**src/rtl/rf_pkg.sv**
```systemverilog
// rf_pkg: shared types and defaults for the multi-port register file.
// State encoding, default geometry and the zero constant.
package rf_pkg;

  typedef enum logic {
    RF_INIT = 1'b0,
    RF_RUN  = 1'b1
  } rf_state_t;

  localparam int RF_DATA_W = 32;
  localparam int RF_ADDR_W = 5;
  localparam int RF_NRD    = 2;
  localparam int RF_NWR    = 2;

  localparam logic [RF_DATA_W-1:0] RF_ZERO = '0;

endpackage

```
**src/rtl/rf_wr_resolve.sv**
```systemverilog
// rf_wr_resolve: priority scan of the write ports for one address.
// The highest-numbered enabled port that matches supplies the data.
module rf_wr_resolve
  import rf_pkg::*;
#(
  parameter int DATA_W = RF_DATA_W,
  parameter int ADDR_W = RF_ADDR_W,
  parameter int NWR    = RF_NWR
) (
  input  logic [ADDR_W-1:0]     addr,
  input  logic [NWR-1:0]        wen,
  input  logic [NWR*ADDR_W-1:0] waddr,
  input  logic [NWR*DATA_W-1:0] wdata,
  output logic                  hit,
  output logic [DATA_W-1:0]     data
);

  // later ports overwrite earlier ones, giving top port priority
  always_comb begin
    hit  = 1'b0;
    data = '0;
    for (int k = 0; k < NWR; k++) begin
      if (wen[k] && (waddr[k*ADDR_W +: ADDR_W] == addr)) begin
        hit  = 1'b1;
        data = wdata[k*DATA_W +: DATA_W];
      end
    end
  end

endmodule

```
**src/rtl/reg_file_mp.sv**
```systemverilog
// reg_file_mp: multi-port integer register file with zero sweep,
// optional write-to-read bypass and a per-register pending scoreboard.
module reg_file_mp
  import rf_pkg::*;
#(
  parameter int DATA_W = RF_DATA_W,
  parameter int ADDR_W = RF_ADDR_W,
  parameter int NRD    = RF_NRD,
  parameter int NWR    = RF_NWR,
  parameter int BYPASS = 1
) (
  input  logic                  clk,
  input  logic                  rst,
  input  logic                  clr_req,
  output logic                  init_busy,
  input  logic [NWR-1:0]        wen,
  input  logic [NWR*ADDR_W-1:0] waddr,
  input  logic [NWR*DATA_W-1:0] wdata,
  input  logic [NRD*ADDR_W-1:0] raddr,
  output logic [NRD*DATA_W-1:0] rdata,
  input  logic                  rsv_en,
  input  logic [ADDR_W-1:0]     rsv_addr,
  output logic [NRD-1:0]        rd_pend
);

  localparam int DEPTH = 2 ** ADDR_W;
  localparam logic [ADDR_W-1:0] LAST = '1;
  localparam logic [DATA_W-1:0] ZERO = DATA_W'(RF_ZERO);

  rf_state_t         state;
  logic [ADDR_W-1:0] cnt;
  logic [DEPTH-1:0]  pend;
  logic              run;
  logic              wr_ok;

  logic [DATA_W-1:0] mem  [1:DEPTH-1];
  logic              whit [1:DEPTH-1];
  logic [DATA_W-1:0] wdat [1:DEPTH-1];

  assign run       = (state == RF_RUN);
  assign wr_ok     = run & ~clr_req;
  assign init_busy = ~run;

  for (genvar a = 1; a < DEPTH; a++) begin : g_ent
    rf_wr_resolve #(
      .DATA_W(DATA_W),
      .ADDR_W(ADDR_W),
      .NWR   (NWR)
    ) u_res (
      .addr (ADDR_W'(a)),
      .wen  (wen),
      .waddr(waddr),
      .wdata(wdata),
      .hit  (whit[a]),
      .data (wdat[a])
    );
  end

  // sequencer: sweep counter, run/init state and pending scoreboard
  always_ff @(posedge clk or posedge rst) begin
    if (rst) begin
      state <= RF_INIT;
      cnt   <= ADDR_W'(1);
      pend  <= '0;
    end else begin
      unique case (state)
        RF_INIT: begin
          cnt <= cnt + 1'b1;
          if (cnt == LAST) state <= RF_RUN;
        end
        RF_RUN: begin
          if (clr_req) begin
            state <= RF_INIT;
            cnt   <= ADDR_W'(1);
            pend  <= '0;
          end else begin
            for (int a = 1; a < DEPTH; a++) begin
              if (rsv_en && (rsv_addr == ADDR_W'(a)))
                pend[a] <= 1'b1;
              else if (whit[a])
                pend[a] <= 1'b0;
            end
          end
        end
        default: state <= RF_INIT;
      endcase
    end
  end

  // storage: sweep clears one entry per cycle, run applies writes
  always_ff @(posedge clk) begin
    for (int a = 1; a < DEPTH; a++) begin
      if (!run && (cnt == ADDR_W'(a)))
        mem[a] <= ZERO;
      else if (wr_ok && whit[a])
        mem[a] <= wdat[a];
    end
  end

  for (genvar p = 0; p < NRD; p++) begin : g_rd
    logic [ADDR_W-1:0] ra;
    logic              ok;
    logic              bhit;
    logic [DATA_W-1:0] bdat;

    assign ra = raddr[p*ADDR_W +: ADDR_W];
    assign ok = run && (ra != '0);

    if (BYPASS != 0) begin : g_byp
      rf_wr_resolve #(
        .DATA_W(DATA_W),
        .ADDR_W(ADDR_W),
        .NWR   (NWR)
      ) u_byp (
        .addr (ra),
        .wen  (wen),
        .waddr(waddr),
        .wdata(wdata),
        .hit  (bhit),
        .data (bdat)
      );
    end else begin : g_nobyp
      assign bhit = 1'b0;
      assign bdat = ZERO;
    end

    assign rd_pend[p] = ok & pend[ra];
    assign rdata[p*DATA_W +: DATA_W] =
      !ok             ? ZERO :
      (wr_ok && bhit) ? bdat :
                        mem[ra];
  end

endmodule

```
**config.mk**
```make
export PLATFORM = sky130hd
export DESIGN_NAME = reg_file_mp
export DESIGN_NICKNAME = d
export VERILOG_FILES = /design/src/rtl/rf_pkg.sv /design/src/rtl/rf_wr_resolve.sv /design/src/rtl/reg_file_mp.sv
export SDC_FILE = /design/constraint.sdc
export NUM_CORES = 2
export LEC_CHECK = 0
export ABC_AREA = 0
export BUFFER_PORTS_ARGS = -buffer_cell sky130_fd_sc_hd__buf_4
export CAP_MARGIN = 5
export CORE_UTILIZATION = 33
export DETAILED_ROUTE_END_ITERATION = 7
export PLACE_DENSITY = 0.45
export SLEW_MARGIN = 5
export SYNTH_ARGS = -nofsm -noshare
export SYNTH_HDL_FRONTEND = slang
export SYNTH_SLANG_ARGS = --single-unit
```
**constraint.sdc**
```tcl
create_clock -name clk -period 4.1 [get_ports clk]
set_clock_uncertainty 0.15 [all_clocks]
set_input_delay 0.41 -clock clk [delete_from_list [all_inputs] [get_ports clk]]
set_output_delay 0.41 -clock clk [all_outputs]
set_load 0.05 [all_outputs]
```
==> key figures <==
Outcome
  – Status: finished with violations
  – Failing checks: negative setup slack

Clock tree
  – TritonCTS clock tree: yes
  – Worst-path clk slew: 0.06 ns
  – CTS sink cnt: 1029
  – Post-CTS Setup Bufs: 0
  – Max Root-Sink Buffers: 3
  – Clock Latency Late Sink: 0.78 ns
  – CTS H-tree lvls: 3
  – CTS Buf Count: 119
  – Clock Tree Root: clkbuf_16

Place
  – Port Buf Inserts: 161
  – Gpl congestion: 0.920
  – Hpwl dp: 197000 um
  – DP Cell Count: 8737
  – Dpl cell area: 69700 um^2

Logic synthesis
  – Compound-gate portion of the synthesized area: 14.0%
  – Distinct cells, synth: 61
  – Synth Instances: 6439
  – Most instantiated library cell after synthesis: nand2_1
  – Top cell type's share of synthesized area: 45.7%
  – Yosys warning count: 0
  – Number of synthesized register bits: 1029
  – Predominant post-synthesis flop cell: edfxtp_1
  – Post-synth top cells: 2085 x nand2_1, 992 x edfxtp_1, 958 x a21oi_1, 466 x mux4_2, 430 x clkbuf_1
  – Async S/R FF share, synth: 3.60%
  – Largest area contributor in the netlist: edfxtp_1
  – Syn Nets: 6540
  – Post-Syn Area per Cell: 10.1 um^2
  – Netlist Area Pre-Place: 65100 um^2
  – Adder-cell share of the synthesized area: 0.115%
  – Register area share after synthesis: 47.2%
  – Mux cell area share after synthesis: 18.2%
  – Top cells by area, synth: edfxtp_1 46%, mux4_2 16%, nand2_1 12%
  – Main combinational cell family by area after synthesis: multiplexers
  – Post-synth EDFFs: 992
  – Synth Area in XOR/XNOR: 0.306%
  – Post-Synth Simple-Gate Area: 14.5%

Worst setup path
  – R2r setup slk: 0.77 ns
  – CP Class: reg2out
  – CP required: 3.54 ns
  – CP max FO: 23
  – Arr. time, crit path: 3.58 ns
  – Critical path launch point type: register
  – Critical Path End Type: output pin

Pwr
  – Int Pwr: 20.8 mW
  – Clock share of power: 35.3%
  – VDD IR max: 0.347 mV
  – Sw frac: 31.9%
  – Sequential share of power: 44.0%
  – Power per cell area: 416 nW/um^2
  – Comb pwr share: 20.7%
  – Net Sw Power: 9.75 mW
  – LEAKAGE: 24.4 nW

Global route
  – Vias in the first global route: 54100
  – First-pass GRT wire length: 437000 um
  – Initial antenna violation count: 10
  – Largest net degree at the start of global routing: 70
  – GRT overflow: 0
  – Total GRT Usage: 31.3%

Route
  – Drt wl/cell: 35.3 um
  – Met2 wire length: 138000 um
  – Iter 0 DRT Violations: 7960
  – DR vias/cell: 6.26
  – Highest metal used: met5
  – Routed wl met3: 35100 um
  – Vias: 56200
  – Met1 WL: 125000 um
  – Drc violations: 0
  – DR pass1 iterations: 8
  – Final ANT Viol Nets: 0
  – Drt total wl: 317000 um

Layout
  – Final non-filler cell total: 8973
  – Share of layout cells above drive strength 1: 19.5%
  – Nets: 6344
  – Cell area after layout: 73600 um^2
  – Fin util: 37.6%
  – Area growth from synthesis to layout: 13.0%

Floorplan
  – Core area: 195000 um^2
  – Die footprint: 199000 um^2
  – Starting density of the core: 33.3%
  – Site Rows: 162
  – I/O pin cnt: 162
  – Die Width: 446 um
  – Die height: 446 um

Worst hold path
  – Path category of the worst min-delay check: in2reg

Timing
  – Fin crit share: 101%
  – Slew HR: 15.0%
  – Post-layout min period: 4.14 ns
  – FMAX: 242 MHz
  – Unrepaired setup endpoints after global routing: no
  – Final setup vio count: 1
  – Final Worst Setup Slack: -0.0360 ns
  – Final Max Slew Viols: 0
  – Final hold violation count: 0
  – Worst-margin pin slew: 1.27 ns
  – Setup TNS: -0.0360 ns

Run
  – MaxCap Viol Count: 0
==> repair_timing <==
action | 4_1_cts | 5_1_grt
pin swaps | 0 | 1
hold buffers | 9 | 0
hold endpoints to repair | 62 | 0
resized for setup | 1 | 1
endpoints found under the setup margin | 1 | 2
==> power by group through the flow <==
stage | Clock, mW | Sequential [mW] | Combinational [mW]
finish | 10.8 | 13.5 | 6.33
global route | 11.2 | 13.6 | 6.50
CTS | 10.9 | 13.4 | 6.23
detailed placement | 0 | 13.6 | 6.21
global placement | 0 | 13.6 | 6.18
floorplan | 0 | 13.5 | 3.50
==> layer usage <==
| metal | vias to the layer above | track usage [%] |
|---|---|---|
| met2 | 3806 | 46.5 |
| met4 | 8 | 15.5 |
| met1 | 28600 | 42.3 |
| met5 | - | 0 |
| li1 | 23100 | - |
| met3 | 674 | 7.73 |
==> kinds of logic (layout without fill, tap and decap cells) <==
family / count (synthesis) / count (layout)
AND/OR/NAND/NOR: 2401 / 2401
AO/OA/AOI/OAI: 1570 / 1570
flip-flops: 1029 / 1029
buffers and inverters: 808 / 716
multiplexers: 604 / 604
XOR/XNOR: 21 / 21
adder cells (fa/ha/maj): 6 / 6
other: 0 / 2
==> cells in the final DEF (no fill, tap or decap), types with 64 or more instances in the layout <==
| master | netlist | final |
|---|---|---|
| edfxtp_1 | 992 | 992 |
| a21oi_1 | 958 | 958 |
| nand2_1 | 2085 | 2063 |
| buf_4 | 27 | 426 |
| o22ai_1 | 80 | 80 |
| mux4_2 | 466 | 466 |
| a211o_1 | 64 | 64 |
| nor2_1 | 174 | 151 |
| a211oi_1 | 124 | 123 |
| mux2i_1 | 136 | 136 |
| clkbuf_16 | 0 | 120 |
| a22oi_1 | 161 | 161 |
==> registers in the layout, summed over array words and instances, names as in the netlist <==
register  count
pend         31
run           1
cnt           5
mem         992
==> layout make-up <==
class	instances	area, um^2
diodes	2	5.00
clock buffers	153	3130
clock inverters	72	607
fillers	19100	122000
inverters	9	33.8
multi-input cells	4602	31600
flip-flops and latches	1029	30700
well taps	2624	3280
repair buffers	482	4190
==> metrics by stage <==
step	worst slack, ns	total power, mW	hold slack [ns]
6_report	-0.0360	30.6	0.0504
3_5_place_dp	0.159	19.9	0.341
2_1_floorplan	0.0829	17.0	0.309
3_3_place_gp	0.175	19.8	0.335
4_1_cts	0.0369	30.5	0.000764
5_1_grt	0.0153	31.3	0.0430
==> final timing paths <==
kind                           start     endpoint  cells after the start
min in group asynchronous        rst       cnt[4]                      4
hold reg to reg              pend[4]      pend[4]                      2
setup reg to reg                 run  mem[18][21]                      4
max in group asynchronous        rst     pend[24]                      4
setup / recovery                 run    rdata[42]                      7
hold / removal             wdata[49]  mem[26][17]                      3
==> worst max-delay path, cell delays in order, from the launching register on <==
cell and delay (ns):
dfrtp_1 0.61, nand2b_4 0.22, o32ai_4 0.49, buf_6 0.32, a211oi_1 0.08, buf_4 0.18
a211oi_1 0.55, buf_4 0.32
Power figures use the tool's default switching activity.
